## src/rtl/angle_sector_det.sv

```systemverilog
// Angle sector detector: scans the 12 sector axes (30 deg apart) and reports the
// sector whose axis gives the largest projection of X, plus that projection.
//
// state  | meaning
// IDLE   | waiting for st; latches X and clears the iteration counter on start
// SEARCH | one sector per cycle, counter 0..11, tracks best projection
// DONE   | publishes k/Mag, pulses done on the following cycle boundary
module angle_sector_det (
   input  logic               clk,
   input  logic               rst_n,
   input  logic               st,
   input  logic signed [15:0] Xre,
   input  logic signed [15:0] Xim,
   output logic        [3:0]  k,
   output logic signed [15:0] Mag,
   output logic               busy,
   output logic               done
);

   typedef enum logic [1:0] {IDLE, SEARCH, DONE} state_t;

   state_t             state_q, state_d;
   logic        [3:0]  cnt_q;
   logic        [3:0]  best_k_q;
   logic signed [15:0] x_re_q, x_im_q;
   logic signed [34:0] best_q;
   logic signed [17:0] cos_k, sin_k;
   logic        [33:0] p_re, p_im;
   logic signed [34:0] y_re;
   logic signed [18:0] best_sh;
   logic signed [15:0] mag_sat;

   always_comb begin
      cos_k = 18'sd0;
      sin_k = 18'sd0;
      case (cnt_q)
         4'd0:  begin cos_k =  18'sd65536; sin_k =  18'sd0;     end
         4'd1:  begin cos_k =  18'sd56756; sin_k =  18'sd32768; end
         4'd2:  begin cos_k =  18'sd32768; sin_k =  18'sd56756; end
         4'd3:  begin cos_k =  18'sd0;     sin_k =  18'sd65536; end
         4'd4:  begin cos_k = -18'sd32768; sin_k =  18'sd56756; end
         4'd5:  begin cos_k = -18'sd56756; sin_k =  18'sd32768; end
         4'd6:  begin cos_k = -18'sd65536; sin_k =  18'sd0;     end
         4'd7:  begin cos_k = -18'sd56756; sin_k = -18'sd32768; end
         4'd8:  begin cos_k = -18'sd32768; sin_k = -18'sd56756; end
         4'd9:  begin cos_k =  18'sd0;     sin_k = -18'sd65536; end
         4'd10: begin cos_k =  18'sd32768; sin_k = -18'sd56756; end
         4'd11: begin cos_k =  18'sd56756; sin_k = -18'sd32768; end
         default: begin cos_k = 18'sd0; sin_k = 18'sd0; end
      endcase
   end

   // Sign-extend to 34 bits so the low 34 bits of the product are the exact signed result
   assign p_re = {{18{x_re_q[15]}}, x_re_q} * {{16{cos_k[17]}}, cos_k};
   assign p_im = {{18{x_im_q[15]}}, x_im_q} * {{16{sin_k[17]}}, sin_k};
   assign y_re = $signed({p_re[33], p_re}) + $signed({p_im[33], p_im});

   assign best_sh = best_q[34:16];

   always_comb begin
      if (best_sh > 19'sd32767)
         mag_sat = 16'sh7fff;
      else if (best_sh < -19'sd32768)
         mag_sat = 16'sh8000;
      else
         mag_sat = best_sh[15:0];
   end

   always_comb begin
      state_d = state_q;
      case (state_q)
         IDLE:    if (st) state_d = SEARCH;
         SEARCH:  if (cnt_q == 4'd11) state_d = DONE;
         DONE:    state_d = IDLE;
         default: state_d = IDLE;
      endcase
   end

   always_ff @(posedge clk) begin
      if (!rst_n) begin
         state_q  <= IDLE;
         cnt_q    <= 4'd0;
         best_k_q <= 4'd0;
         best_q   <= 35'sd0;
         x_re_q   <= 16'sd0;
         x_im_q   <= 16'sd0;
         k        <= 4'd0;
         Mag      <= 16'sd0;
         busy     <= 1'b0;
         done     <= 1'b0;
      end else begin
         state_q <= state_d;
         busy    <= (state_q == SEARCH);
         done    <= (state_q == DONE);
         case (state_q)
            IDLE: begin
               if (st) begin
                  x_re_q <= Xre;
                  x_im_q <= Xim;
                  cnt_q  <= 4'd0;
               end
            end
            SEARCH: begin
               cnt_q <= cnt_q + 4'd1;
               // strict compare keeps the lowest k on ties
               if (cnt_q == 4'd0 || y_re > best_q) begin
                  best_q   <= y_re;
                  best_k_q <= cnt_q;
               end
            end
            DONE: begin
               k   <= best_k_q;
               Mag <= mag_sat;
            end
            default: ;
         endcase
      end
   end

endmodule
```

## config.mk

```make
export PLATFORM = sky130hd
export DESIGN_NAME = angle_sector_det
export DESIGN_NICKNAME = d
export VERILOG_FILES = /design/src/rtl/angle_sector_det.sv
export SDC_FILE = /design/constraint.sdc
export NUM_CORES = 1
export LEC_CHECK = 0
export CAP_MARGIN = 20
export CORE_MARGIN = 10
export CORE_UTILIZATION = 40
export DETAILED_ROUTE_END_ITERATION = 7
export PLACE_DENSITY = 0.61
export REMOVE_ABC_BUFFERS = 1
export SETUP_SLACK_MARGIN = 0.3
export SLEW_MARGIN = 20
export SYNTH_ARGS = -nofsm -noshare
export SYNTH_HDL_FRONTEND = slang
export SYNTH_SLANG_ARGS = --single-unit
export TNS_END_PERCENT = 10
```

## constraint.sdc

```tcl
create_clock -name clk -period 8.8 [get_ports clk]
set_clock_uncertainty 0.05 [all_clocks]
set_input_delay 1.32 -clock clk [delete_from_list [all_inputs] [get_ports clk]]
set_output_delay 1.32 -clock clk [all_outputs]
set_load 0.005 [all_outputs]
```

==> impl_metrics.sql <==
INSERT INTO impl_metrics (metric_group, metric, value, unit) VALUES
('routing', 'vias', '16100', ''),
('yosys', 'ys_dominant_reg_cell', 'sky130_fd_sc_hd__dfxtp_1', ''),
('run', 'maxCapViolCount', '0', ''),
('finish', 'num-nets-final', '3401', ''),
('power', 'totalPowerFinal', '2.61', 'mW'),
('routing', 'dr.max_layer_used', 'met4', ''),
('critical_path', 'critical_path_arrival', '9400', 'ps'),
('yosys', 'synthDistinctLibCells', '64', ''),
('placed_design', 'port-buffer-count', '56', ''),
('routing', 'routedLengthMet1', '25000', 'µm'),
('finish', 'layout-drive-gt1-share', '20.2', '%'),
('routing', 'drt-pass1-iter-count', '5', ''),
('placed_design', 'dp_hpwl', '51300', 'µm'),
('finish', 'antennaDiodeCount', '0', ''),
('clock_tree', 'tritoncts', 'built', ''),
('yosys', 'synth_sequential_area_ratio', '10.1', '%'),
('routing', 'drtIter0Drc', '669', ''),
('finish', 'synthToLayoutAreaGrowth', '24.2', '%'),
('sta', 'setup_ws', '-382', 'ps'),
('clock_tree', 'cts-htree-levels', '3', ''),
('yosys', 'yosysTopAreaCell', 'sky130_fd_sc_hd__fa_1', ''),
('critical_path', 'reg2regPathDepth', '35', ''),
('die', 'die_height', '252', 'µm'),
('yosys', 'synth.yosys.warnings', '0', ''),
('critical_path', 'path_common_cell', 'sky130_fd_sc_hd__fa_1', ''),
('die', 'core_region_area', '53000', 'µm²'),
('yosys', 'postSynthAreaPerCell', '9.46', 'µm²'),
('placed_design', 'place_inst', '3307', ''),
('finish', 'final_cell_mix', 'sky130_fd_sc_hd__inv_1 (636), sky130_fd_sc_hd__fa_1 (490), sky130_fd_sc_hd__buf_4 (350), sky130_fd_sc_hd__nand2_1 (240), sky130_fd_sc_hd__ha_1 (168)', ''),
('worst_hold_path', 'hold_path_end', 'Mag[9]', ''),
('critical_path', 'critPathSlowestCell', 'sky130_fd_sc_hd__fa_1', ''),
('critical_path', 'capture_instance_of_the_worst_register_to_register_path', 'best_q[6]', ''),
('global_route', 'grt_use_total', '19.5', '%'),
('placed_design', 'place_congestion', '0.981', ''),
('critical_path', 'worstPathRequired', '9020', 'ps'),
('critical_path', 'crit_path_start_kind', 'flip-flop', ''),
('critical_path', 'start_of_the_worst_register_to_register_path', 'sin_k[14]', ''),
('yosys', 'synthesis.area', '21500', 'µm²'),
('clock_tree', 'cts_inserted_buffers', '9', ''),
('run_status', 'status', 'complete, but fails checks', ''),
('yosys', 'yosys_register_bits', '109', ''),
('critical_path', 'crit_fanout', '5', ''),
('global_route', 'grt_start_max_net_pins', '98', ''),
('die', 'floorplan.initialDensity', '40.6', '%'),
('routing', 'drt_wl_total', '59000', 'µm'),
('clock_tree', 'clock_latency', '400', 'ps'),
('routing', 'drt-vias-per-instance', '4.78', ''),
('yosys', 'ys_async_sr_fraction', '0', '%'),
('die', 'boundaryPins', '57', ''),
('sta', 'maxSlewHeadroom', '31.2', '%'),
('yosys', 'synth_cells', '2274', ''),
('die', 'die_w', '252', 'µm'),
('sta', 'grt_setup_unrepaired', 'true', ''),
('worst_hold_path', 'worstHoldPathCells', '2', ''),
('finish', 'mostFrequentLayoutCell', 'sky130_fd_sc_hd__inv_1', ''),
('critical_path', 'cp_max_stage_delay', '600', 'ps'),
('routing', 'drc_errors', '0', ''),
('routing', 'detail-route-antenna-nets', '0', ''),
('worst_hold_path', 'hold_path.class', 'reg -> reg', ''),
('sta', 'min_period_over_period', '104', '%'),
('sta', 'finalSetupViolations', '37', ''),
('global_route', 'remaining_global_route_overflow', '0', ''),
('run_status', 'violations', 'negative setup slack', ''),
('clock_tree', 'ctsRootBufferMaster', 'sky130_fd_sc_hd__clkbuf_16', ''),
('worst_hold_path', 'hold_start', 'Mag[9]', ''),
('critical_path', 'crit_type', 'reg -> reg', ''),
('die', 'die_area', '63500', 'µm²'),
('power', 'vdd.ir_drop.worst', '0.000101', 'V'),
('yosys', 'number_of_enable_flip_flop_cells_after_synthesis', '0', ''),
('global_route', 'first_global_vias', '18100', ''),
('sta', 'finalCriticalPeriod', '9180', 'ps');
registers in the layout, indices dropped and copies added, names as in the netlist:
| signal | count |
|---|---|
| k | 4 |
| cnt_q | 4 |
| best_q | 33 |
| x_re_q | 16 |
| state_q | 2 |
| x_im_q | 16 |
| sin_k | 6 |
| cos_k | 6 |
| best_k_q | 4 |
| done | 1 |
| busy | 1 |
| Mag | 16 |
metal layers:
metal,vias up,GRT usage (%)
li1,7509,-
met1,8191,24.6
met2,319,34.6
met3,56,2.64
met4,0,5.09
met5,-,0
logic make-up after synthesis:
| group | Yosys count | share of synthesized area, % |
|---|---|---|
| multiplexers | 4 | 0.186 |
| adder cells (fa/ha/maj) | 699 | 58.7 |
| AND/OR/NAND/NOR | 489 | 10.5 |
| flip-flops | 109 | 10.1 |
| XOR/XNOR | 42 | 1.71 |
| AO/OA/AOI/OAI | 231 | 6.45 |
| buffers and inverters | 700 | 12.3 |
synthesized netlist by cell type, types with 12 or more instances:
cell and instances:
sky130_fd_sc_hd__ha_1 180, sky130_fd_sc_hd__inv_1 651, sky130_fd_sc_hd__dfxtp_1 109, sky130_fd_sc_hd__xor2_1 14, sky130_fd_sc_hd__o21ai_0 39, sky130_fd_sc_hd__nand3_1 14, sky130_fd_sc_hd__xnor2_1 28, sky130_fd_sc_hd__nand4_1 12
sky130_fd_sc_hd__nand2_1 259, sky130_fd_sc_hd__nor2_1 52, sky130_fd_sc_hd__and2_1 103, sky130_fd_sc_hd__a21oi_1 123, sky130_fd_sc_hd__clkbuf_1 36, sky130_fd_sc_hd__fa_1 519
power breakdown:
| group | internal [mW] | switching (mW) |
|---|---|---|
| logic | 0.746 | 0.835 |
| clock network | 0.211 | 0.240 |
| registers | 0.535 | 0.0423 |
| total | 1.49 | 1.12 |
metrics by stage:
stage	setup slack [ps]	area (µm²)	utilization (%)	TNS, ps	hold slack [ps]
global placement	-660	25400	48.0	-22370	388
floorplan	-397	21300	-	-9890	381
CTS	-314	26500	50.0	-9660	406
detailed placement	-878	25400	48.0	-30960	394
global route	-734	26700	50.5	-25330	423
finish	-382	26700	50.5	-11720	401
critical path: cells and delay by family (launching register included):
kind | cells | cell delay [ps]
buffers and inverters | 10 | 1220
adders and majority gates | 10 | 4620
and+or+nand+nor | 7 | 1080
DFF | 1 | 410
xor gates and xnor gates | 1 | 200
muxes | 1 | 190
AOI/OAI and AO/OA | 6 | 1260
timing repair:
action | 4_1_cts | 5_1_grt
cloned | 3 | 0
buffers inserted | 29 | 5
endpoints found under the setup margin | 37 | 37
gates resized for setup | 134 | 46
hold buffers | 0 | 0
pin swaps | 79 | 37
area by class of cell:
type                            count  area, µm²  share of cell area (%)
Sequential cell                   109       2210                    8.27
Tap cell                          688        861                    3.22
Clock buffer                       10        239                   0.894
Clock inverter                      6       67.6                   0.253
Timing Repair Buffer              430       3620                    13.5
Multi-Input combinational cell   1465      17300                    64.7
Inverter                          652       2450                    9.18
how the worst max path moves through the flow:
stage,from,slack (ps),to,cells past startpoint
floorplan,cos_k[14],-400,best_q[6],31
global placement,cos_k[14],-660,best_q[29],37
detailed placement,cos_k[14],-880,best_q[6],34
CTS,sin_k[14],-310,best_q[26],39
global route,cos_k[14],-730,best_q[29],38
finish,sin_k[14],-380,best_q[6],35
(Power assumes the default switching activity.)
